--- src/rtl/ripple_count_monitor.sv ---
// Samples an asynchronous 4-bit ripple-counter output, filters ripple glitches,
// extends the count with a wrap counter and offers it over a valid/ready port.
module ripple_count_monitor #(
  parameter int unsigned WRAP_W    = 4,
  parameter int unsigned MATCH_VAL = 100
) (
  input  logic                clk,
  input  logic                reset,
  input  logic [3:0]          cnt_in,
  input  logic                out_ready,
  input  logic                clr_ovr,
  output logic                out_valid,
  output logic [WRAP_W+3:0]   out_data,
  output logic                match,
  output logic                overrun
);

  localparam int unsigned EXT_W  = WRAP_W + 4;
  localparam int unsigned INIT_W = 2;

  typedef enum logic [1:0] {
    INIT = 2'd0,
    IDLE = 2'd1,
    PEND = 2'd2
  } state_t;

  state_t              state;
  state_t              state_nxt;

  logic [3:0]          s1;
  logic [3:0]          s2;
  logic [3:0]          s3;
  logic [3:0]          acc;
  logic [3:0]          acc_nxt;
  logic [WRAP_W-1:0]   wrap_cnt;
  logic [WRAP_W-1:0]   wrap_nxt;
  logic [INIT_W-1:0]   init_cnt;
  logic [INIT_W-1:0]   init_nxt;
  logic [EXT_W-1:0]    data_nxt;
  logic                valid_nxt;
  logic                match_nxt;
  logic                ovr_nxt;

  logic                stable_c;
  logic                update_c;
  logic [WRAP_W-1:0]   wrap_inc_c;
  logic [EXT_W-1:0]    ext_c;

  // Three-stage synchronizer; the last two stages double as the glitch filter.
  always_ff @(posedge clk) begin
    if (!reset) begin
      s1 <= 4'd0;
      s2 <= 4'd0;
      s3 <= 4'd0;
    end else begin
      s1 <= cnt_in;
      s2 <= s1;
      s3 <= s2;
    end
  end

  // Accept a value only once it has been seen on two consecutive samples.
  always_comb begin
    stable_c   = (s2 == s3);
    update_c   = (state != INIT) && stable_c && (s3 != acc);
    wrap_inc_c = (s3 < acc) ? wrap_cnt + WRAP_W'(1) : wrap_cnt;
    ext_c      = {wrap_inc_c, s3};
  end

  // State register.
  always_ff @(posedge clk) begin
    if (!reset) begin
      state <= INIT;
    end else begin
      state <= state_nxt;
    end
  end

  // Next-state and datapath next values.
  always_comb begin
    state_nxt = state;
    init_nxt  = init_cnt;
    acc_nxt   = acc;
    wrap_nxt  = wrap_cnt;
    data_nxt  = out_data;
    valid_nxt = out_valid;
    match_nxt = 1'b0;
    ovr_nxt   = overrun;

    // Clear first so that a same-cycle overrun set below takes precedence.
    if (clr_ovr) begin
      ovr_nxt = 1'b0;
    end

    unique case (state)
      INIT: begin
        init_nxt = init_cnt + INIT_W'(1);
        if (init_cnt == INIT_W'(3)) begin
          acc_nxt   = s3;
          wrap_nxt  = '0;
          init_nxt  = '0;
          state_nxt = IDLE;
        end
      end
      IDLE: begin
        if (update_c) begin
          acc_nxt   = s3;
          wrap_nxt  = wrap_inc_c;
          data_nxt  = ext_c;
          valid_nxt = 1'b1;
          match_nxt = (ext_c == EXT_W'(MATCH_VAL));
          state_nxt = PEND;
        end
      end
      PEND: begin
        if (update_c) begin
          acc_nxt   = s3;
          wrap_nxt  = wrap_inc_c;
          data_nxt  = ext_c;
          valid_nxt = 1'b1;
          match_nxt = (ext_c == EXT_W'(MATCH_VAL));
          // Replacing unconsumed data is an overrun; a same-edge handshake is not.
          if (!out_ready) begin
            ovr_nxt = 1'b1;
          end
        end else if (out_ready) begin
          valid_nxt = 1'b0;
          state_nxt = IDLE;
        end
      end
      default: begin
        state_nxt = INIT;
      end
    endcase
  end

  // Datapath and output registers.
  always_ff @(posedge clk) begin
    if (!reset) begin
      init_cnt  <= '0;
      acc       <= 4'd0;
      wrap_cnt  <= '0;
      out_data  <= '0;
      out_valid <= 1'b0;
      match     <= 1'b0;
      overrun   <= 1'b0;
    end else begin
      init_cnt  <= init_nxt;
      acc       <= acc_nxt;
      wrap_cnt  <= wrap_nxt;
      out_data  <= data_nxt;
      out_valid <= valid_nxt;
      match     <= match_nxt;
      overrun   <= ovr_nxt;
    end
  end

endmodule

--- config.mk ---
export PLATFORM = sky130hd
export DESIGN_NAME = ripple_count_monitor
export DESIGN_NICKNAME = d
export VERILOG_FILES = /design/src/rtl/ripple_count_monitor.sv
export SDC_FILE = /design/constraint.sdc
export NUM_CORES = 1
export LEC_CHECK = 0
export ABC_AREA = 1
export CAP_MARGIN = 20
export CORE_MARGIN = 5
export CORE_UTILIZATION = 49
export DETAILED_ROUTE_END_ITERATION = 16
export PLACE_DENSITY = 0.76
export RECOVER_POWER = 50
export SYNTH_ARGS = -nofsm -noshare
export SYNTH_HDL_FRONTEND = slang
export SYNTH_SLANG_ARGS = --single-unit
--- constraint.sdc ---
create_clock -name clk -period 1.72 [get_ports clk]
set_input_delay 0.43 -clock clk [delete_from_list [all_inputs] [get_ports clk]]
set_output_delay 0.43 -clock clk [all_outputs]
set_load 0.005 [all_outputs]
==> results.json <==
{
  "cts_buffers": 5,
  "tightest_slew_ps": 404,
  "synth_fp_nets": 269,
  "syn_inst": 250,
  "critical_path.endpoint_type": "primary output",
  "grt_start_max_net_pins": 17,
  "netlist_top_cells_count": "nand2_1 (68), inv_1 (44), dfxtp_1 (35), nand3_1 (20), nor2_1 (20)",
  "dpl.hpwl_um": 2790,
  "layout-drive-gt1-share": 0.182,
  "synth_seq_cells": 35,
  "fill_cells": 304,
  "power.switching_fraction": 0.406,
  "detail_route.wirelength_um": 3760,
  "synth-async-reset-ratio": 0,
  "fin_crit_ps": 1650,
  "final_standard_cell_area_without_fillers_um2": 2220,
  "route.antenna.remaining_nets": 0,
  "synth.cell_area_um2": 1750,
  "die_height_um": 69.8,
  "power.leakage_uw": 0.00108,
  "critical_path_class": "register to primary output",
  "cp.arrival_ps": 1220,
  "crit_path_buffers_inverters": 1,
  "netlist.top_cell.by_area": "dfxtp_1",
  "worst_slew_margin_rel": 0.731,
  "outcome": "complete, no violations",
  "place.gp.congestion": 0.856,
  "globalRoute.busiestLayer": "met2",
  "place.detailed.instances": 318,
  "cts.htree.levels": 2,
  "worst_r2r_endpoint": "out_data[4]",
  "placed_area_um2": 2040,
  "syn-mean-instance-area_um2": 7.01,
  "global_route_usage_sum": 0.159,
  "global_route.overflow_total": 0,
  "global_route.usage.met3": 0.0406,
  "nNetsFinal": 303,
  "coreArea_um2": 3390,
  "floorplan.initialDensity": 0.517,
  "chain_of_cells_forming_the_critical_path": "clkdlybuf4s50_1",
  "path_delay_family": "buffers and inverters",
  "min_to": "s2[1]",
  "critPathMaxStageDelay_ps": 510,
  "yosysMostFrequentCell": "nand2_1",
  "worst_ep_required_time_ps": 1290,
  "critical_path.reg2reg.startpoint": "acc[3]",
  "min_path_cells": 2,
  "die_width_um": 69.8,
  "grt_pass1_vias": 1491,
  "cts_num_sinks": 35,
  "synthesis_to_layout_area_growth_pct": 26.4,
  "hold_violations": 0,
  "die-area_um2": 4870,
  "combinationalPowerShare": 0.475,
  "area_occupied_by_multi_input_gates_um2": 911,
  "drt_first_iter_violations": 111,
  "timing.hold.worst.start": "s1[1]",
  "drv_slew": 0,
  "insertedDiodeCount": 0,
  "cts_max_path_buffers": 2,
  "clock_power_share": 0.158,
  "route.detailed.wl_per_inst_um": 11.4,
  "tightest_hold_check_type": "register to register",
  "p_switching_uw": 1120,
  "seq_power_share": 0.367,
  "totalNegativeSetupSlack_ps": 0,
  "place.port_buffers": 18,
  "yosysUniqueCellTypes": 26,
  "vdd_ir_drop_max_uv": 961,
  "worst_path_max_delay_cell": "clkdlybuf4s50_1",
  "global_route.usage.met1": 0.186,
  "reg2reg_depth": 10,
  "drt_first_pass_iters": 4,
  "cts_hold_repair.buffers": 0,
  "synthesis.yosys.warnings": 0,
  "post_synth_main_area_contributors": "dfxtp_1 (40%), nand2_1 (15%), inv_1 (9.4%), ha_1 (7.9%), nand3_1 (5.7%)",
  "cts_tree": "built",
  "power.density_nw_per_um2": 1250,
  "ys_dominant_reg_cell": "dfxtp_1",
  "clk_transition_reported_paths_ps": 120,
  "final.hold.worst_slack_ps": 423,
  "cts-root-buf": "clkbuf_4",
  "grtUsageMet2": 0.274,
  "finalCritPeriodShare": 0.961,
  "layoutNonFillerInstCount": 331,
  "ff2ff_setup_slack_ps": 140,
  "antenna_violations_before_repair": 0,
  "final.setup_skew_ps": 16.5,
  "grt_pass1_wl_um": 6340,
  "yosysSeqAreaShare": 0.400,
  "internal-power_uw": 1640,
  "dr_total_vias": 1619,
  "yosys.area.top_type_share": 0.400,
  "clkLatencyLatePin_ps": 340,
  "placement_rows": 21,
  "drc_errors": 0,
  "maxCapViolations": 0,
  "critical_path.startpoint_type": "register",
  "crit_path_max_fanout": 2,
  "setup_viol": 0,
  "fmaxAchievable_ghz": 0.605,
  "floorplan.io_pins": 19,
  "synth_enable_flop_cells": 0,
  "sequential_cell_area_um2": 709,
  "viasPerCell": 4.89
}
## cells in the final DEF, fill, tap and decap left out, types with 3 or more instances in the layout
master,synthesis,routed
nand3_1,20,20
o21ai_0,7,6
nor2_1,20,19
clkdlybuf4s50_1,0,17
a21oi_1,19,18
nand2_2,0,7
dfxtp_2,0,7
inv_1,44,43
nand2_1,68,62
clkbuf_4,0,5
buf_4,0,11
ha_1,11,6
dfxtp_1,35,28
nand4_1,3,3
nor2_2,2,3
ha_4,0,4
## worst max path at each step
| stage | endpoint | depth (start not counted) | from | slack, ps |
|---|---|---|---|---|
| after floorplan | acc[2] | 13 | acc[3] | 170 |
| after global placement | match | 11 | s3[0] | 90 |
| after detailed placement | out_data[6] | 10 | s3[0] | 50 |
| after CTS | out_data[6] | 10 | s3[0] | 20 |
| after global routing | state[0] | 12 | s3[0] | -50 |
| final | out_data[2] | 1 | out_data[2] | 70 |
## through the flow
| stage | setup WS [ps] | util | power, uW |
|---|---|---|---|
| finish | 67.0 | 0.654 | 2770 |
| global route | -48.0 | 0.654 | 3020 |
| CTS | 22.5 | 0.617 | 2660 |
| detailed placement | 47.3 | 0.601 | 2220 |
| global placement | 89.9 | 0.601 | 2210 |
| floorplan | 172 | - | 1930 |
## flip-flops by register name, summed over array words and instances (netlist names)
name and cells:
overrun 1, match 1, s1 4, s3 4, wrap_cnt 4, init_cnt 2
out_data 8, acc 4, s2 4, out_valid 1, state 2
## kinds of logic after synthesis
group,synth area share
buffers and inverters,0.126
adder cells (fa/ha/maj),0.0785
AO/OA/AOI/OAI,0.0885
flip-flops,0.400
AND/OR/NAND/NOR,0.302
XOR/XNOR,0.00500
## final cells by class
cell class,count,area share
flip-flops and latches,35,0.320
multi-input cells,163,0.411
clock buffers,6,0.0186
repair buffers,33,0.139
well taps,46,0.0260
clock inverters,2,0.00565
inverters,46,0.0791
## repair_timing
item / 4_1_cts / 5_1_grt
resized for setup: 0 / 25
endpoints found under the setup margin: 0 / 20
setup buffers: 0 / 4
## metal layers
layer	vias to the layer above	wire, um
li1	842	-
met5	-	0
met4	0	60
met2	28	1860
met1	745	1660
met3	4	179
## power by group through the flow
stage | Clock (uW) | Combinational [uW] | Sequential (uW)
floorplan | 0 | 920 | 1010
global placement | 0 | 1180 | 1020
detailed placement | 0 | 1200 | 1030
CTS | 444 | 1200 | 1010
global route | 483 | 1510 | 1030
finish | 438 | 1310 | 1010
Note: power is estimated with default switching activity, not from simulation.
